===== src/rtl/spi_slave_fd_if.sv =====
// rtl/spi_slave_fd_if.sv - SPI pin and parallel word bundle for spi_slave_fd
//
// SPI pins    : SCK, MOSI, CSEL (active-low) from the master; MISO back to it.
// Mode/length : cpol, cpha, byte_count, sampled by the slave at frame start.
// Transmit    : tx_data/tx_load in, tx_ready out (one-deep pending word).
// Receive     : rx_data/rx_valid out, frame_err and tx_underrun event pulses.
// Status      : busy.
// Modports    : slave (the SPI slave block), master (whatever drives it).
interface spi_slave_fd_if #(
    parameter int MAX_BYTES = 8,
    parameter int DATA_W    = 8 * MAX_BYTES
);
    logic              SCK;
    logic              MOSI;
    logic              CSEL;
    logic              MISO;
    logic              cpol;
    logic              cpha;
    logic [3:0]        byte_count;
    logic [DATA_W-1:0] tx_data;
    logic              tx_load;
    logic              tx_ready;
    logic [DATA_W-1:0] rx_data;
    logic              rx_valid;
    logic              frame_err;
    logic              tx_underrun;
    logic              busy;

    modport slave (
        input  SCK, MOSI, CSEL, cpol, cpha, byte_count, tx_data, tx_load,
        output MISO, tx_ready, rx_data, rx_valid, frame_err, tx_underrun, busy
    );

    modport master (
        output SCK, MOSI, CSEL, cpol, cpha, byte_count, tx_data, tx_load,
        input  MISO, tx_ready, rx_data, rx_valid, frame_err, tx_underrun, busy
    );
endinterface


===== src/rtl/spi_slave_fd.sv =====
// rtl/spi_slave_fd.sv - full-duplex SPI slave with per-frame mode and length
//
// CLK  : system clock, at least 8x SCK.
// RST  : synchronous, active-high.
// bus  : spi_slave_fd_if.slave
//        SCK/MOSI/CSEL are asynchronous and synchronised internally.
//        MISO is forced to 0 by raw CSEL=1.
//        tx_load (with tx_ready=1) fills a one-deep pending word, consumed at
//        frame start; rx_data/rx_valid present each complete frame;
//        frame_err and tx_underrun are one-cycle pulses; busy is high outside IDLE.
module spi_slave_fd #(
    parameter int MAX_BYTES = 8,
    parameter int DATA_W    = 8 * MAX_BYTES
) (
    input  logic          CLK,
    input  logic          RST,
    spi_slave_fd_if.slave bus
);
    localparam int CNT_W = $clog2(8 * MAX_BYTES + 1);

    localparam logic [1:0] S_IDLE  = 2'd0;
    localparam logic [1:0] S_SHIFT = 2'd1;
    localparam logic [1:0] S_DONE  = 2'd2;

    // Synchronisers: [0],[1] are the 2-FF synchroniser, [2] is the history
    // stage used only for edge detection.
    logic [2:0] sck_s;
    logic [2:0] csel_s;
    logic [1:0] mosi_s;

    logic [1:0] settle_q;
    logic       armed_q;

    logic [1:0]        state_q;
    logic [CNT_W-1:0]  cnt_q;
    logic              cpol_q;
    logic              cpha_q;
    logic [DATA_W-1:0] tx_sh_q;
    logic [DATA_W-1:0] rx_sh_q;
    logic [DATA_W-1:0] rx_data_q;
    logic [DATA_W-1:0] pending_q;
    logic              tx_ready_q;
    logic              miso_q;
    logic              rx_valid_q;
    logic              frame_err_q;
    logic              underrun_q;

    logic              sck_rise;
    logic              sck_fall;
    logic              csel_fall;
    logic              csel_rise;
    logic              mosi_bit;
    logic              sample_edge;
    logic              shift_edge;
    logic              frame_start;
    logic [3:0]        eff_bytes;
    logic [CNT_W-1:0]  n_start;
    logic [7:0]        align_sh;
    logic [DATA_W-1:0] start_word;
    logic [DATA_W-1:0] start_aligned;
    logic [DATA_W-1:0] rx_next;

    always_ff @(posedge CLK) begin
        if (RST) begin
            sck_s  <= 3'b000;
            csel_s <= 3'b111;
            mosi_s <= 2'b00;
        end else begin
            sck_s  <= {sck_s[1:0], bus.SCK};
            csel_s <= {csel_s[1:0], bus.CSEL};
            mosi_s <= {mosi_s[0], bus.MOSI};
        end
    end

    assign sck_rise  =  sck_s[1]  & ~sck_s[2];
    assign sck_fall  = ~sck_s[1]  &  sck_s[2];
    assign csel_fall = ~csel_s[1] &  csel_s[2];
    assign csel_rise =  csel_s[1] & ~csel_s[2];
    assign mosi_bit  =  mosi_s[1];

    // The synchroniser resets to "CSEL high", so a CSEL already held low at
    // reset release looks like a falling edge. Frames are only accepted once
    // the real CSEL level has flushed through the flops and been seen high.
    always_ff @(posedge CLK) begin
        if (RST) begin
            settle_q <= 2'd0;
            armed_q  <= 1'b0;
        end else begin
            if (settle_q != 2'd3) begin
                settle_q <= settle_q + 2'd1;
            end
            if (settle_q == 2'd3 && csel_s[2]) begin
                armed_q <= 1'b1;
            end
        end
    end

    assign frame_start = (state_q == S_IDLE) && armed_q && csel_fall;
    assign sample_edge = (cpol_q == cpha_q) ? sck_rise : sck_fall;
    assign shift_edge  = (cpol_q == cpha_q) ? sck_fall : sck_rise;

    always_comb begin
        eff_bytes = bus.byte_count;
        if (bus.byte_count == 4'd0 || bus.byte_count > 4'(MAX_BYTES)) begin
            eff_bytes = 4'(MAX_BYTES);
        end
        n_start  = CNT_W'({eff_bytes, 3'b000});
        align_sh = 8'(DATA_W) - 8'(n_start);

        // A word loaded in the frame-start cycle itself goes straight out.
        if (!tx_ready_q) begin
            start_word = pending_q;
        end else if (bus.tx_load) begin
            start_word = bus.tx_data;
        end else begin
            start_word = '0;
        end

        // The shadow is kept MSB-aligned so the next bit out is always the top bit.
        start_aligned = start_word << align_sh;
        rx_next       = {rx_sh_q[DATA_W-2:0], mosi_bit};
    end

    always_ff @(posedge CLK) begin
        if (RST) begin
            state_q     <= S_IDLE;
            cnt_q       <= '0;
            cpol_q      <= 1'b0;
            cpha_q      <= 1'b0;
            tx_sh_q     <= '0;
            rx_sh_q     <= '0;
            rx_data_q   <= '0;
            pending_q   <= '0;
            tx_ready_q  <= 1'b1;
            miso_q      <= 1'b0;
            rx_valid_q  <= 1'b0;
            frame_err_q <= 1'b0;
            underrun_q  <= 1'b0;
        end else begin
            rx_valid_q  <= 1'b0;
            frame_err_q <= 1'b0;
            underrun_q  <= 1'b0;

            if (frame_start) begin
                tx_ready_q <= 1'b1;
                underrun_q <= tx_ready_q & ~bus.tx_load;
            end else if (bus.tx_load && tx_ready_q) begin
                pending_q  <= bus.tx_data;
                tx_ready_q <= 1'b0;
            end

            case (state_q)
                S_IDLE: begin
                    miso_q <= 1'b0;
                    if (frame_start) begin
                        state_q <= S_SHIFT;
                        cpol_q  <= bus.cpol;
                        cpha_q  <= bus.cpha;
                        cnt_q   <= n_start;
                        rx_sh_q <= '0;
                        if (bus.cpha) begin
                            tx_sh_q <= start_aligned;
                        end else begin
                            // cpha=0: first bit must be on MISO before the first SCK edge.
                            miso_q  <= start_aligned[DATA_W-1];
                            tx_sh_q <= start_aligned << 1;
                        end
                    end
                end
                S_SHIFT: begin
                    if (sample_edge && cnt_q == CNT_W'(1)) begin
                        // Last bit wins over a simultaneous CSEL rise.
                        rx_sh_q    <= rx_next;
                        rx_data_q  <= rx_next;
                        rx_valid_q <= 1'b1;
                        cnt_q      <= '0;
                        miso_q     <= 1'b0;
                        state_q    <= csel_rise ? S_IDLE : S_DONE;
                    end else if (csel_rise) begin
                        frame_err_q <= 1'b1;
                        miso_q      <= 1'b0;
                        state_q     <= S_IDLE;
                    end else begin
                        if (sample_edge) begin
                            rx_sh_q <= rx_next;
                            cnt_q   <= cnt_q - CNT_W'(1);
                        end
                        if (shift_edge) begin
                            miso_q  <= tx_sh_q[DATA_W-1];
                            tx_sh_q <= tx_sh_q << 1;
                        end
                    end
                end
                S_DONE: begin
                    miso_q <= 1'b0;
                    if (csel_rise) begin
                        state_q <= S_IDLE;
                    end
                end
                default: begin
                    miso_q  <= 1'b0;
                    state_q <= S_IDLE;
                end
            endcase
        end
    end

    assign bus.MISO        = bus.CSEL ? 1'b0 : miso_q;
    assign bus.tx_ready    = tx_ready_q;
    assign bus.rx_data     = rx_data_q;
    assign bus.rx_valid    = rx_valid_q;
    assign bus.frame_err   = frame_err_q;
    assign bus.tx_underrun = underrun_q;
    assign bus.busy        = (state_q != S_IDLE);
endmodule


===== src/flat_wrapper.sv =====
// flat-port wrapper written by rule: the top's interface ports become plain ports
module spi_slave_fd_flat 
#(
    parameter int MAX_BYTES = 8,
    parameter int DATA_W    = 8 * MAX_BYTES
)
  (CLK, RST, bus_SCK, bus_MOSI, bus_CSEL, bus_cpol, bus_cpha, bus_byte_count, bus_tx_data, bus_tx_load, bus_MISO, bus_tx_ready, bus_rx_data, bus_rx_valid, bus_frame_err, bus_tx_underrun, bus_busy);
  spi_slave_fd_if #(.MAX_BYTES(MAX_BYTES), .DATA_W(DATA_W)) bus_i ();
  input  logic CLK;
  input  logic RST;
  input wire logic [$bits(bus_i.SCK)-1:0] bus_SCK;
  input wire logic [$bits(bus_i.MOSI)-1:0] bus_MOSI;
  input wire logic [$bits(bus_i.CSEL)-1:0] bus_CSEL;
  input wire logic [$bits(bus_i.cpol)-1:0] bus_cpol;
  input wire logic [$bits(bus_i.cpha)-1:0] bus_cpha;
  input wire logic [$bits(bus_i.byte_count)-1:0] bus_byte_count;
  input wire logic [$bits(bus_i.tx_data)-1:0] bus_tx_data;
  input wire logic [$bits(bus_i.tx_load)-1:0] bus_tx_load;
  output wire logic [$bits(bus_i.MISO)-1:0] bus_MISO;
  output wire logic [$bits(bus_i.tx_ready)-1:0] bus_tx_ready;
  output wire logic [$bits(bus_i.rx_data)-1:0] bus_rx_data;
  output wire logic [$bits(bus_i.rx_valid)-1:0] bus_rx_valid;
  output wire logic [$bits(bus_i.frame_err)-1:0] bus_frame_err;
  output wire logic [$bits(bus_i.tx_underrun)-1:0] bus_tx_underrun;
  output wire logic [$bits(bus_i.busy)-1:0] bus_busy;
  assign bus_i.SCK = bus_SCK;
  assign bus_i.MOSI = bus_MOSI;
  assign bus_i.CSEL = bus_CSEL;
  assign bus_i.cpol = bus_cpol;
  assign bus_i.cpha = bus_cpha;
  assign bus_i.byte_count = bus_byte_count;
  assign bus_i.tx_data = bus_tx_data;
  assign bus_i.tx_load = bus_tx_load;
  assign bus_MISO = bus_i.MISO;
  assign bus_tx_ready = bus_i.tx_ready;
  assign bus_rx_data = bus_i.rx_data;
  assign bus_rx_valid = bus_i.rx_valid;
  assign bus_frame_err = bus_i.frame_err;
  assign bus_tx_underrun = bus_i.tx_underrun;
  assign bus_busy = bus_i.busy;
  spi_slave_fd #(.MAX_BYTES(MAX_BYTES), .DATA_W(DATA_W)) u_core (.CLK(CLK), .RST(RST), .bus(bus_i));
endmodule

===== config.mk =====
export PLATFORM = sky130hd
export DESIGN_NAME = spi_slave_fd_flat
export DESIGN_NICKNAME = d
export VERILOG_FILES = /design/src/rtl/spi_slave_fd_if.sv /design/src/rtl/spi_slave_fd.sv /design/src/flat_wrapper.sv
export SDC_FILE = /design/constraint.sdc
export NUM_CORES = 1
export LEC_CHECK = 0
export ABC_AREA = 1
export BUFFER_PORTS_ARGS = -buffer_cell sky130_fd_sc_hd__buf_2
export CORE_MARGIN = 2
export CORE_UTILIZATION = 54
export CTS_BUF_LIST = sky130_fd_sc_hd__clkbuf_16
export DETAILED_ROUTE_END_ITERATION = 10
export GPL_ROUTABILITY_DRIVEN = 0
export GPL_TIMING_DRIVEN = 0
export HOLD_SLACK_MARGIN = 0.15
export PLACE_DENSITY_LB_ADDON = 0.2
export SYNTH_ARGS = -nofsm -noshare
export SYNTH_HDL_FRONTEND = slang
export SYNTH_SLANG_ARGS = --single-unit

===== constraint.sdc =====
create_clock -name CLK -period 2.19 [get_ports CLK]
set_input_delay 0.219 -clock CLK [delete_from_list [all_inputs] [get_ports CLK]]
set_output_delay 0.219 -clock CLK [all_outputs]
set_load 0.1 [all_outputs]

==> reports/summary.txt, run 1 <==
CORE AREA: 25800 µm²
synthesized cell area: 14100 µm²
DR vias: 16216
Residual DRC: 12
Hold Fails Final Rpt: 0
Rel. slew slack: 44.2%
max-slew violations: 0
drt wl/cell: 18.9 µm
max_cap viols: 0
Register Area: 5650 µm²
num ports: 146
initial DRC count: 2356
met1 Track Usage GR: 47.2%
post-synthesis compound-gate area fraction: 19.9%
area of the multi-input gates: 7280 µm²
largest family of logic cells by synthesized area: simple AND/OR/NAND/NOR gates
die area: 27400 µm²
Post-Synth Simple-Gate Area: 29.6%
antenna viol nets, final: 0
clock tree root buffer cell: clkbuf_16
Req. time, crit path: 2.72 ns
most frequent cells in the layout: nand2_1, dfxtp_1, nand3_1
vias in the first global route: 15189
CP Capture Type: flop
Fillers: 2263
failing checks: design-rule violations, negative setup slack
die extent in x: 165 µm
mux share of post-synthesis cell area: 0%
Mapped Cells: 2085
Nets: 2418
largest net degree at the start of global routing: 16
CP max stage cell: clkbuf_1
status: complete, but fails checks
adder-cell share of the synthesized area: 0.355%
worst-skew pair later-pin latency: 0.58 ns
Synth Register Bits: 282
met3 Track Usage GR: 10.7%
CTS H-tree lvls: 1
Critical Path, Cell by Cell: nor2_4 > buf_4 > nor2_1 > clkbuf_1 > nand3_1 > nand3_1 > nand2_1 > inv_1
share of cells above drive strength 1: 15.2%
final WL: 50.9 mm
post-layout minimum cycle time: 2.25 ns
first-pass GRT wire length: 79.3 mm
die height: 165 µm
setup slack after layout: -0.0558 ns
HPWL Detailed: 36.3 mm
Starting Density: 54.5%
Port Buffers: 145
Max Fanout on Critical Path: 10
initial antenna violation count: 0
Max Clk Rate: 445 MHz
Final Power: 12.9 mW
commonest non-fill, non-tap cell in the layout: nand2_1
clock buffer depth: 3
synth unique cells: 40
xor/xnor share of the synthesized area: 0.435%
gr busiest metal: met2
Cell Pwr Density: 745 nW/µm²
Pre-antenna DRT Iters: 11
CTS Buf Count: 29
number of flops mapped to enable cells by yosys: 0
period utilization: 103%
total track usage: 36.7%
global route total overflow: 0
asr flop ratio synth: 0%
Row Count: 59
Top FF cell, synth: dfxtp_1
Pleak: 7.70 nW
RSZ-0062 raised after global routing: true
Synth Area per Inst: 6.75 µm²
# clock sinks: 282
DP Cell Count: 2565
Worst Tran Pin Value: 0.837 ns
Ys Warns: 0
peak supply drop: 643 µV
kind of critical path: flop to flop
clock slew at reported path FFs: 0.06 ns
Setup Total Neg Slack: -0.130 ns
TritonCTS clock tree: yes
skew final: 0.0105 ns
Hold Crit Class: input port to flop
Inserted Diodes: 0
Vias per Instance: 6.02
met2 usage: 55.5%
Non-Filler Instances: 2693
sequential share of the synthesized area: 40.1%
pre-CTS setup slack: -0.892 ns
Area Overhead vs Synth: 22.7%
final setup vio count: 3
Startpoint Class: flop
syn nets: 2165
arrival time worst endpoint: 2.78 ns
Worst path max stage delay: 0.56 ns
cell mode on critical path: nand3_1
-- cell usage after synthesis (6+ instances only) --
| library cell | number | area share, % |
|---|---|---|
| o21ai_0 | 174 | 6.2 |
| inv_2 | 8 | 0.21 |
| inv_1 | 161 | 4.3 |
| buf_2 | 36 | 1.3 |
| o211ai_1 | 24 | 1.3 |
| clkbuf_1 | 96 | 2.6 |
| buf_1 | 23 | 0.61 |
| or2_2 | 9 | 0.40 |
| nor2_1 | 138 | 3.7 |
| a211oi_2 | 16 | 1.4 |
| o2111ai_1 | 6 | 0.37 |
| nand4_1 | 29 | 1.3 |
| a211oi_1 | 38 | 2.0 |
| a21oi_1 | 172 | 6.1 |
| dfxtp_1 | 282 | 40 |
| o21a_1 | 26 | 1.4 |
| nand2_1 | 509 | 14 |
| nand3_1 | 282 | 10 |
-- cell families (layout without fill, tap and decap cells) --
group / after synthesis / after routing
simple gates: 979 / 979
compound gates: 478 / 478
buf+inv: 335 / 608
flops: 282 / 282
xor+xnor: 7 / 7
fa+ha+maj: 4 / 4
-- routing by layer --
metal / vias to the layer above / part of all wire, %
li1: 7447 / -
met4: 2 / 6.6
met1: 7375 / 39
met5: - / 0.061
met3: 298 / 12
met2: 1094 / 42
-- power breakdown --
| part | total [mW] | switching, mW | leakage [nW] | internal, mW |
|---|---|---|---|---|
| clock | 4.98 | 2.12 | 0.487 | 2.86 |
| sequential | 5.44 | 0.103 | 2.29 | 5.34 |
| combinational | 2.45 | 1.67 | 4.92 | 0.771 |
-- area by class of cell --
cell class                      count  area share (%)
Tap cell                          335            2.43
Multi-Input combinational cell   1468            42.2
Timing Repair Buffer              222            8.57
Buffer                            165            5.05
Clock buffer                       29            4.20
Inverter                          170            3.72
Clock inverter                     22            1.20
Sequential cell                   282            32.7
-- state kept, by name, summed over array words and instances, names as in the netlist --
| register | count |
|---|---|
| u_core.armed_q | 1 |
| u_core.bus.frame_err | 1 |
| u_core.bus.rx_data | 64 |
| u_core.bus.rx_valid | 1 |
| u_core.bus.tx_ready | 1 |
| u_core.bus.tx_underrun | 1 |
| u_core.cnt_q | 7 |
| u_core.cpha_q | 1 |
| u_core.cpol_q | 1 |
| u_core.csel_s | 3 |
| u_core.miso_q | 1 |
| u_core.mosi_s | 2 |
| u_core.pending_q | 64 |
| u_core.rx_sh_q | 63 |
| u_core.sck_s | 3 |
| u_core.settle_q | 2 |
| u_core.state_q | 2 |
| u_core.tx_sh_q | 64 |
-- final timing paths --
check	from	to	slack [ns]	cells after the start
hold / removal	bus_byte_count[1]	u_core.cnt_q[4]$_SDFFE_PP0P_	0.20	5
setup reg to reg	u_core.state_q[1]$_SDFFE_PP0P_	u_core.tx_sh_q[33]$_SDFFE_PP0P_	-0.06	8
hold reg to reg	u_core.mosi_s[0]$_SDFF_PP0_	u_core.mosi_s[1]$_SDFF_PP0_	0.40	2
setup / recovery	u_core.state_q[1]$_SDFFE_PP0P_	u_core.tx_sh_q[33]$_SDFFE_PP0P_	-0.06	8
-- repair_timing --
action / 4_1_cts / 5_1_grt
hold buffers: 71 / 0
hold endpoints to repair: 73 / 0
gates resized for setup: 31 / 133
pin swaps: 1 / 5
buffers inserted: 0 / 6
endpoints found under the setup margin: 69 / 179
-- per-stage QoR --
stage / area [µm²] / util [%] / hold slack (ns)
finish: 17300 / 66.9 / 0.200
global route: 17300 / 66.9 / 0.275
CTS: 17000 / 65.7 / 0.183
detailed placement: 15200 / 59.0 / 0.397
global placement: 15200 / 59.0 / 0.390
floorplan: 14100 / - / 0.295
-- worst max-delay path: cells and delay by family (launching register included) --
family	cells	cell delay (ns)
buf+inv	3	0.78
flops	1	0.46
simple gates	5	0.96
Note: power is estimated with default switching activity, not from simulation.
==> inputs of run 2 (changes only) <==
- GPL_TIMING_DRIVEN: 0 -> 1
- PLACE_DENSITY: unset -> 0.77
- PLACE_DENSITY_LB_ADDON: 0.2 -> unset
==> run 2 against run 1 <==
- the flow now finishes without violations
- setup slack improved by 0.14 ns
- register-to-register slack improved by 0.21 ns
- utilization fell by 0.70 points
- power fell by 2.7%
- clock power fell by 3%
- final cell count fell by 3.3%
- clock skew rose by 0.0016 ns
==> reports/summary.txt, run 2 (same netlist as run 1, synthesis figures left out) <==
TritonCTS clock tree: yes
Hold Crit Class: input port to flop
clock slew at reported path FFs: 0.06 ns
skew final: 0.0121 ns
peak supply drop: 712 µV
HPWL Detailed: 28.0 mm
Hold Fails Final Rpt: 0
global route total overflow: 0
vias in the first global route: 13975
RSZ-0062 raised after global routing: true
Starting Density: 54.5%
commonest non-fill, non-tap cell in the layout: nand2_1
Vias per Instance: 5.80
CTS Buf Count: 30
Non-Filler Instances: 2605
Final Power: 12.5 mW
Req. time, crit path: 2.70 ns
# clock sinks: 282
arrival time worst endpoint: 2.62 ns
Fillers: 2186
pre-CTS setup slack: 0.0855 ns
Pre-antenna DRT Iters: 8
Register Area: 5650 µm²
die extent in x: 165 µm
initial DRC count: 1765
total track usage: 31.2%
num ports: 146
CTS H-tree lvls: 1
die height: 165 µm
CORE AREA: 25800 µm²
final setup vio count: 0
Residual DRC: 0
final WL: 43.7 mm
Port Buffers: 145
DR vias: 15102
status: finished clean
clock buffer depth: 3
Placed Instance Area: 15300 µm²
post-layout minimum cycle time: 2.11 ns
design area: 17100 µm²
initial antenna violation count: 0
Setup Total Neg Slack: 0 ns
max-slew violations: 0
die area: 27400 µm²
DP Cell Count: 2468
Pleak: 7.61 nW
Max Fanout on Critical Path: 73
Startpoint Class: input port
Cell Pwr Density: 733 nW/µm²
largest net degree at the start of global routing: 102
first-pass GRT wire length: 69.9 mm
most frequent cells in the layout: nand2_1, nand3_1, dfxtp_1
Rel. slew slack: 60.7%
antenna viol nets, final: 0
Row Count: 59
Inserted Diodes: 0
Max Clk Rate: 474 MHz
Nets: 2331
period utilization: 96.3%
Worst Tran Pin Value: 0.584 ns
worst-skew pair later-pin latency: 0.57 ns
kind of critical path: input port to flop
Area Overhead vs Synth: 21.5%
Final Util: 66.2%
flop-to-flop setup slack: 0.15 ns
drt wl/cell: 16.8 µm
area of the multi-input gates: 7150 µm²
clock tree root buffer cell: clkbuf_16
setup slack after layout: 0.0816 ns
CP Capture Type: flop
share of cells above drive strength 1: 13.7%
Hold WS: 0.183 ns
max_cap viols: 0
-- run 2: worst paths after layout --
| kind | from | endpoint | depth (start not counted) |
|---|---|---|---|
| max | bus_byte_count[3] | u_core.tx_sh_q[27]$_SDFFE_PP0P_ | 13 |
| min | bus_cpha | u_core.tx_sh_q[25]$_SDFFE_PP0P_ | 5 |
| max reg2reg | u_core.state_q[1]$_SDFFE_PP0P_ | u_core.pending_q[8]$_SDFFE_PP0P_ | 8 |
| min reg2reg | u_core.sck_s[0]$_SDFF_PP0_ | u_core.sck_s[1]$_SDFF_PP0_ | 2 |
-- run 2: repair_timing --
item / 4_1_cts / 5_1_grt
endpoints found under the setup margin: 0 / 49
setup buffers: 0 / 2
endpoints found under the hold margin: 82 / 0
hold buffers: 83 / 0
resized for setup: 0 / 15
-- run 2: final cells by class --
type / instances / area share, %
Clock buffer: 30 / 4.39
Clock inverter: 21 / 1.00
Inverter: 170 / 3.77
Multi-Input combinational cell: 1468 / 41.8
Sequential cell: 282 / 33.0
Tap cell: 335 / 2.45
Timing Repair Buffer: 299 / 13.5
-- run 2: power breakdown --
group,internal (mW),leakage (nW),switching (mW)
Combinational,0.794,4.86,1.45
Sequential,5.34,2.29,0.105
Clock,2.71,0.460,2.12
-- run 2: critical path, cell delays in order --
cell           delay, ns
dlygate4sd3_1       0.54
buf_2               0.13
inv_2               0.07
nand2_2             0.08
buf_12              0.21
inv_2               0.21
buf_4               0.20
nand3_1             0.10
nand3_1             0.22
nand2_1             0.10
o21ai_0             0.24
nand3_1             0.13
a21oi_1             0.14
-- run 2: layer usage --
metal | track usage, % | share of wire [%] | vias to the layer above
li1 | - | - | 7251
met5 | 0 | 0 | -
met4 | 13.6 | 4.3 | 0
met2 | 49.4 | 46 | 755
met3 | 6.59 | 9.5 | 164
met1 | 41.2 | 41 | 6932
